===== src/rtl/tl_intersection_ctrl.sv =====
// tl_intersection_ctrl
//   Phase controller for a two-road intersection with a pedestrian crossing.
//   The main road rests in green. The side road and the pedestrian crossing are
//   served on request. Every phase has a minimum, maximum, yellow and all-red
//   clearance time.
// Ports:
//   clk, rst_n   clock; asynchronous active-low reset
//   side_req     side-road vehicle sensor (level)
//   ped_req      pedestrian button; any high sample is latched
//   main_lamp    main road {red, yellow, green}, one-hot
//   side_lamp    side road {red, yellow, green}, one-hot
//   walk         pedestrian walk lamp
//   ped_ack      one-cycle pulse on the first cycle of the walk phase
//   state        current phase, for debug
module tl_intersection_ctrl #(
  parameter int GREEN_MIN = 8,
  parameter int GREEN_MAX = 16,
  parameter int YELLOW    = 3,
  parameter int ALLRED    = 2,
  parameter int WALK      = 6,
  parameter int CW        = 5
) (
  input  logic       clk,
  input  logic       rst_n,
  input  logic       side_req,
  input  logic       ped_req,
  output logic [2:0] main_lamp,
  output logic [2:0] side_lamp,
  output logic       walk,
  output logic       ped_ack,
  output logic [2:0] state
);

  localparam logic [2:0] MAIN_G = 3'd0;
  localparam logic [2:0] MAIN_Y = 3'd1;
  localparam logic [2:0] CLR_M  = 3'd2;
  localparam logic [2:0] SIDE_G = 3'd3;
  localparam logic [2:0] SIDE_Y = 3'd4;
  localparam logic [2:0] CLR_S  = 3'd5;
  localparam logic [2:0] WALK_P = 3'd6;
  localparam logic [2:0] CLR_P  = 3'd7;

  // Last-cycle timer values for each timed phase
  localparam logic [CW-1:0] T_GMIN = CW'(GREEN_MIN - 1);
  localparam logic [CW-1:0] T_GMAX = CW'(GREEN_MAX - 1);
  localparam logic [CW-1:0] T_YEL  = CW'(YELLOW - 1);
  localparam logic [CW-1:0] T_CLR  = CW'(ALLRED - 1);
  localparam logic [CW-1:0] T_WALK = CW'(WALK - 1);

  localparam logic [2:0] L_RED = 3'b100;
  localparam logic [2:0] L_YEL = 3'b010;
  localparam logic [2:0] L_GRN = 3'b001;

  logic [2:0]    nxt;
  logic [CW-1:0] tmr;
  logic          side_pend, ped_pend;
  logic          change;

  always_comb begin
    nxt = state;
    case (state)
      MAIN_G: if (tmr >= T_GMIN && (side_pend || ped_pend)) nxt = MAIN_Y;
      MAIN_Y: if (tmr == T_YEL) nxt = CLR_M;
      CLR_M:  if (tmr == T_CLR) nxt = side_pend ? SIDE_G :
                                      ped_pend  ? WALK_P : MAIN_G;
      SIDE_G: if (tmr == T_GMAX || (tmr >= T_GMIN && !side_req)) nxt = SIDE_Y;
      SIDE_Y: if (tmr == T_YEL) nxt = CLR_S;
      CLR_S:  if (tmr == T_CLR) nxt = ped_pend ? WALK_P : MAIN_G;
      WALK_P: if (tmr == T_WALK) nxt = CLR_P;
      CLR_P:  if (tmr == T_CLR) nxt = MAIN_G;
      default: nxt = CLR_P;
    endcase
  end

  assign change = (nxt != state);

  always_ff @(posedge clk or negedge rst_n) begin
    if (!rst_n) begin
      state     <= CLR_P;
      tmr       <= '0;
      side_pend <= 1'b0;
      ped_pend  <= 1'b0;
      ped_ack   <= 1'b0;
    end else begin
      state <= nxt;
      if (change)    tmr <= '0;
      else if (!(&tmr)) tmr <= tmr + 1'b1;   // saturate at all-ones
      // Clearing on entry to the serving phase beats a same-cycle request.
      side_pend <= (change && nxt == SIDE_G) ? 1'b0 : (side_pend | side_req);
      ped_pend  <= (change && nxt == WALK_P) ? 1'b0 : (ped_pend  | ped_req);
      ped_ack   <= change && (nxt == WALK_P);
    end
  end

  // Moore lamp decode: anything other than this road's green/yellow is red
  always_comb begin
    main_lamp = L_RED;
    side_lamp = L_RED;
    case (state)
      MAIN_G:  main_lamp = L_GRN;
      MAIN_Y:  main_lamp = L_YEL;
      SIDE_G:  side_lamp = L_GRN;
      SIDE_Y:  side_lamp = L_YEL;
      default: ;
    endcase
  end

  assign walk = (state == WALK_P);

endmodule

===== config.mk =====
export PLATFORM = sky130hd
export DESIGN_NAME = tl_intersection_ctrl
export DESIGN_NICKNAME = d
export VERILOG_FILES = /design/src/rtl/tl_intersection_ctrl.sv
export SDC_FILE = /design/constraint.sdc
export NUM_CORES = 1
export LEC_CHECK = 0
export CELL_PAD_IN_SITES_DETAIL_PLACEMENT = 2
export CELL_PAD_IN_SITES_GLOBAL_PLACEMENT = 2
export CORE_MARGIN = 1
export CORE_UTILIZATION = 28
export CTS_CLUSTER_SIZE = 10
export DETAILED_ROUTE_END_ITERATION = 6
export HOLD_SLACK_MARGIN = 0.15
export PLACE_DENSITY = 0.77
export SLEW_MARGIN = 15
export SYNTH_ARGS = -nofsm -noshare
export SYNTH_HDL_FRONTEND = slang
export SYNTH_SLANG_ARGS = --single-unit

===== constraint.sdc =====
create_clock -name clk -period 2.25 [get_ports clk]
set_clock_uncertainty 0.15 [all_clocks]
set_input_delay 0.3375 -clock clk [delete_from_list [all_inputs] [get_ports clk]]
set_output_delay 0.3375 -clock clk [all_outputs]
set_load 0.005 [all_outputs]

### Word-level counts from Yosys, hierarchy flattened

Index checks and enable logic that the tools add are counted.

* register bits: 11
* bits in latches: 0
* memory bits (writable): 0
* bits in read-only memories: 0
* output and inout port bits: 11
* memories kept: 0

* add/subtract/negate cells: 1
* multipliers: 0
* div/mod/pow operators: 0
* magnitude comparators: 1
* eq/ne operators: 15
* shift operators: 0
* mux-type cells: 17
* bitwise gates (word level): 2
* reductions and logical operators: 9

Operators by type and width (count)
* $mux 3: 10
* $pmux 3 s8: 1
* $eq 3x3->1 const B: 5
* $pmux 3 s2: 2
* $mux 5: 2
* $eq 3x2->1 const B: 3
* $add 5x1->5 const B: 1
* $eq 5x1->1 const B: 1
* $eq 5x2->1 const B: 1
* $eq 5x3->1 const B: 1
* $eq 5x4->1 const B: 1
* $ge 5x3->1 const B: 1
* $reduce_and 5->1: 1
* $logic_and 1x1->1: 4
* $eq 3x1->1 const B: 1
* $logic_not 3->1: 1
* $ne 3x3->1: 1
* $logic_or 1x1->1: 2
* $mux 1: 2
* $ne 2x2->1 const B: 1
* $or 1x1->1: 2
* $logic_not 1->1: 1

### Longest topological paths before layout

* depth in word-level cells: 8
* depth in mapped cells: 8
* depth with buffers taken out: 8

### Worst setup path before layout

Ideal clock, no wire load.

* path type: flip-flop to flip-flop
* from: register tmr[0]
* to: register tmr[0]
* data arrival time: 1.933 ns
* slack: 0.025 ns
* cell stages (with the launch flop): 9
* buffers on the path: 0
* cells stage by stage: dfrtp_1 > ha_1 > and3_2 > ha_1 > inv_1 > o221ai_4 > o211a_4 > a221oi_2 > nor4_1

* longest elaborated chain between the ends: 7

RTL lines
* start: declaration: RTL line 55 `logic [CW-1:0] tmr;`
* start signal: assignment: RTL line 87 `else if (!(&tmr)) tmr <= tmr + 1'b1;`
* $ge 5x3->1: RTL line 62, 66
* $logic_and 1x1->1: RTL line 66 `SIDE_G: if (tmr == T_GMAX || (tmr >= T_GMIN && !side_req)) nxt = SIDE_Y;`
* $logic_or 1x1->1: RTL line 66
* $mux 3: RTL line 66
* $pmux 3 s8: RTL line 61 `case (state)`
* $ne 3x3->1: RTL line 75 `assign change = (nxt != state);`
* $ne 2x2->1 (no source line) or $mux 5 (tied branches)

Parallel ways exist; a longest one is shown, timed or not. The select of a mux whose other input is x is not followed.
A chain may end at the register's enable or synchronous reset.

### Worst setup path after layout

* from: register tmr[1]
* to: register tmr[2]

The elaborated chain is that of the path after synthesis.

==> reports/metrics.yaml <==
status: "complete, but fails checks"
violations: "negative setup slack"
synth.area.top_cells: "dfrtp_1 21%, dfstp_2 8.4%, nor2_1 6.8%"
maxSlewHeadroom_pct: 62.4
multi_input_area_um2: 791
post-synth-top-area-fraction_pct: 21.3
drv_cap: 0
ys_seq_area_share_pct: 29.7
start_util_pct: 30.0
synth_nets: 115
register_area_um2: 282
gp_congestion: 0.783
yosysWarningCount: 0
dp_cells: 173
yosysMostFrequentCell: "nor2_1"
synth_edf_count: 0
start_kind: "flip-flop"
grt-ovfl-total: 0
vias_per_cell: 5.31
coreArea_um2: 3130
grt_pass1_vias: 1210
crit_type: "flip-flop to flip-flop"
drc_errors: 0
arrival_ns: 2.37
rrSetupSlack_ns: -0.06
wl_per_cell_um: 24.3
max_freq_mhz: 433
place_area_um2: 1200
ir_drop_v: 0.000758
finalHoldViolations: 0
h-tree-depth: 1
syn_avg_cell_area_um2: 8.85
power_uw: 2300
dp_hpwl_um: 2570
grt_use_total_pct: 27.0
clock-root-buffer: "clkbuf_4"
drv_slew: 0
n_antenna_cell: 0
die_h_um: 59.9
antenna_found_initial: 0
clk_latency_ns: 0.30
tritoncts: "yes"
yosys.area.top_type: "dfrtp_1"
num-fill-cells: 316
ys_types: 42
core.rowCount: 20
worstMarginPinSlew_ns: 0.563
place_ws_ns: -0.154
rsz0062_at_grt: "true"
drtAntennaViolNets: 0
drive_gt1_share_pct: 53.5
synthCells: 106
min_path_type: "primary input to async pin"
crit_fanout: 5
synthesis.area_um2: 938
cts.sinks: 11
grt_max_degree: 12
synthArstFlopShare_pct: 100
dr.pass1.iters: 4
setup_viol: 6
p_leak_uw: 0.000708
r2r_start: "tmr[1]"
instances_no_fill: 201
hold_buffers: 0
clk_pin_slew_ns: 0.08
dieArea_um2: 3590
area_growth_pct: 74.7
worstSetupEndpointType: "flip-flop"
wl_um: 4890
holdWs_ns: 0.238
clockBufferDepth: 2
period_share_pct: 103
synth.top_cells.by_count: "17 x nor2_1, 9 x inv_1, 8 x dfrtp_1"
io_buffers: 14
grt_pass1_wl_um: 6640
fin_nets: 167
ys_ff_latch: 11
synth_flop_cell: "dfrtp_1"
r2r_cells: 8
fin_area_um2: 1640
drt_iter0_markers: 33
numCtsBuffers: 3
setup_ws_ns: -0.0582
p_per_area_nw_per_um2: 1400
reg2reg_to: "tmr[2]"
pin_count: 15
final.min_clock_period_ns: 2.31
die_x_um: 59.9
num_vias: 1067
critPathRequiredTime_ns: 2.31
where the power goes:
group	internal (uW)	total [uW]	switching [uW]
combinational	850	1790	940
sequential	280	351	70.9
clock	66.6	157	90.9
state kept, by name, summed over array words and instances (netlist names):
signal     flops
state          3
ped_pend       1
tmr            5
ped_ack        1
side_pend      1
kinds of logic (layout without fill, tap and decap cells):
| logic type | Yosys count | in the layout | synth area share [%] |
|---|---|---|---|
| mux | 1 | 1 | 1.07 |
| simple gates | 51 | 51 | 32.9 |
| compound gates | 21 | 21 | 19.6 |
| xor+xnor | 3 | 3 | 2.80 |
| flops | 11 | 11 | 29.7 |
| buf+inv | 14 | 65 | 7.20 |
| fa+ha+maj | 5 | 5 | 6.67 |
worst max-delay path by stage:
stage / cells past startpoint / startpoint / endpoint / slack [ns]
5_1_grt: 8 / tmr[1] / tmr[2] / -0.12
4_1_cts: 9 / tmr[1] / tmr[4] / -0.003
6_report: 8 / tmr[1] / tmr[2] / -0.06
3_5_place_dp: 10 / tmr[0] / tmr[1] / -0.15
3_3_place_gp: 10 / tmr[0] / tmr[1] / -0.04
2_1_floorplan: 8 / tmr[0] / tmr[0] / 0.03
repair_timing:
action / CTS / global route
endpoints found under the setup margin: 11 / 12
setup buffers: 16 / 10
gates resized for setup: 29 / 22
pin swaps: 7 / 7
metal layers:
layer	GRT usage, %	vias up	share of wire, %
li1	-	485	-
met1	29.5	533	40
met2	47.1	30	53
met3	6.28	19	2.7
met4	15.9	0	4.9
met5	0	-	0
layout make-up:
type / count / area share [%]
inverters: 9 / 2.21
flip-flops and latches: 11 / 17.2
well taps: 44 / 3.36
repair buffers: 52 / 27.3
clock buffers: 3 / 1.37
multi-input cells: 81 / 48.2
clock inverters: 1 / 0.305
critical path: stages, from the launching register on:
cell	delay [ns]
dfrtp_1	0.41
buf_6	0.13
inv_4	0.05
ha_4	0.13
nor4b_4	0.31
mux2i_2	0.37
o21a_1	0.25
o21ai_4	0.13
nor4_2	0.28
per-stage QoR:
stage,TNS (ns),util [%]
after detailed placement,-0.526,38.5
final,-0.171,52.4
after global placement,-0.117,38.5
after global routing,-0.656,52.4
after floorplan,0,-
after CTS,-0.00347,46.8
layout by cell type, fill, tap and decap left out, drive strengths merged, types with 3 or more instances in the layout:
master / instances
clkdlybuf4s50: 11
nor4: 5
dfrtp: 8
a21oi: 5
nand2: 7
nor2: 17
o21ai: 5
clkbuf: 3
ha: 5
dfstp: 3
inv: 9
nor2b: 3
buf: 38
No activity file was read; power rests on OpenSTA's default activity.
==> RTL change: new RTL, same flow settings <==
`CW`: 5 -> 6.
--- a/src/rtl/tl_intersection_ctrl.sv
+++ b/src/rtl/tl_intersection_ctrl.sv
@@ -20,3 +20,3 @@
   parameter int WALK      = 6,
-  parameter int CW        = 5
+  parameter int CW        = 6
 ) (
Function: no difference found for any inputs over 10 cycles, from zero or initial values and one cycle with rst_n low; that may be too few to reach the edited logic, so the function may still have changed.
==> RTL change against the original RTL <==
Sequential cell count up 1. Routed wire length is 9.8% higher. Highest routed layer unchanged. Cell area grew 1.8%. Fmax fell by 5.8%. Synthesized cell count up 0.94%. Non-clock buffer count rose by 5. The run still ends with setup timing left. Worst setup slack worse by 0.14 ns. Synthesized area shrank 5.1%. Critical path type unchanged.
Power is left out: it rests on default switching activity, and per cell area and clock period it moved more than threefold.
==> RTL change: results (changes against the original RTL) <==
[cts]
cts_buffers=3  ; unchanged
h-tree-depth=1  ; unchanged
insertion_delay_ns=0.31
cts.reportedPaths.clkPinSlew_ns=0.10  ; +0.02 ns

[synth]
yosys.area_share.adder_pct=4.21  ; -2.5 points
synth_common_cells=11 x nand2_1, 9 x dfrtp_1, 9 x nor2_1
synth_cell_types=41  ; -2.4%
synth-compound-area-share_pct=22.8  ; +3.2 points
yosys_warnings=0  ; unchanged
synthMuxAreaShare_pct=1.12  ; +0.057 points
synth_area_leaders=dfrtp_1 25%, dfstp_2 8.8%, nand2_1 4.6%
syn_nets=114  ; -0.87%
ys_seq_area_share_pct=34.1  ; +4.4 points
synth-xor-area-share_pct=1.97  ; -0.83 points

[placed_design]
dpl.hpwl_um=2660  ; +3.5%
dp_slack_ns=-0.297  ; -0.143 ns
place_congestion=0.847  ; +8.2%

[final_layout]
largest_registers=tmr x6, state x3
fill_cells=319  ; +0.95%
fin_nets=173  ; +3.6%
drive_gt1_share_pct=53.9  ; +0.44 points

[routing]
wl_per_cell_um=25.7  ; +5.6%
viasPerCell=5.60  ; +5.5%
first_iter_violations=25  ; -24%

[outcome]
status=finished, violations left
failed_checks=setup timing

[sta]
worst_slack_ns=-0.201  ; -0.143 ns
setup_viol=8  ; +2
slew-limit-headroom_pct=54.3  ; -8.1 points

[global_routing]
grt_start_max_net_pins=13  ; +1
grt_pass1_vias=1193  ; -1.4%
grt.total_usage_pct=26.2  ; -0.78 points
grt_pass1_wl_um=6490  ; -2.2%

[critical_path]
reg2reg_depth=7  ; -1
critPathTopFamily=simple AND/OR/NAND/NOR gates
endpoint=tmr[0]
r2r_start=tmr[4]
startpoint_type=register
slowest_delay_ns=0.48  ; +0.07 ns
cp_slowest_cell=dfrtp_2

RTL change: cell count changes after synthesis, sizes merged, moves of 3 or more:
cell   change
nor2       -8
nor3       +4
buf        -4
nand2      +4
and3       +3
RTL change: stage by stage:
| step | cell area (um2) | TNS (ns) | cells | hold slack, ns | utilization (%) |
|---|---|---|---|---|---|
| 2_1_floorplan | 893 | 0 | 107 | -0.108 | - |
| 3_3_place_gp | 1240 | -1.02 | 184 | 0.420 | 40.9 |
| 3_5_place_dp | 1240 | -1.54 | 184 | 0.434 | 40.9 |
| 4_1_cts | 1450 | -0.0549 | 196 | 0.299 | 47.7 |
| 5_1_grt | 1670 | -1.61 | 209 | 0.307 | 55.1 |
| 6_report | 1670 | -1.25 | 209 | 0.286 | 55.1 |
RTL change: what timing repair did:
| action | in CTS | in global routing |
|---|---|---|
| resized for setup | 27 | 32 |
| buffers inserted | 8 | 14 |
| setup endpoints to repair | 11 | 10 |
| hold buffers | 0 | 0 |
| pin swaps | 2 | 11 |
RTL change: layout make-up:
class | count | area [um2] | share of cell area, %
clock buffers | 4 | 26.3 | 1.57
multi-input cells | 83 | 773 | 46.3
inverters | 9 | 33.8 | 2.02
well taps | 44 | 55.1 | 3.30
repair buffers | 57 | 470 | 28.2
flip-flops and latches | 12 | 310 | 18.6
RTL change: worst register-to-register path, stage by stage (launching register included):
cell and delay, ns:
dfrtp_2 0.48, nor4_4 0.32, buf_4 0.20, and3_4 0.22
o21bai_1 0.08, o311a_1 0.36, and3_4 0.23, nor4_4 0.31
RTL change: per-layer routing:
metal / vias up / global-route usage [%] / part of all wire [%]
met5: - / 0 / 0
met4: 0 / 10.9 / 3.4
met3: 19 / 2.64 / 3.4
met2: 35 / 47.1 / 50
met1: 610 / 31.8 / 43
li1: 507 / - / -
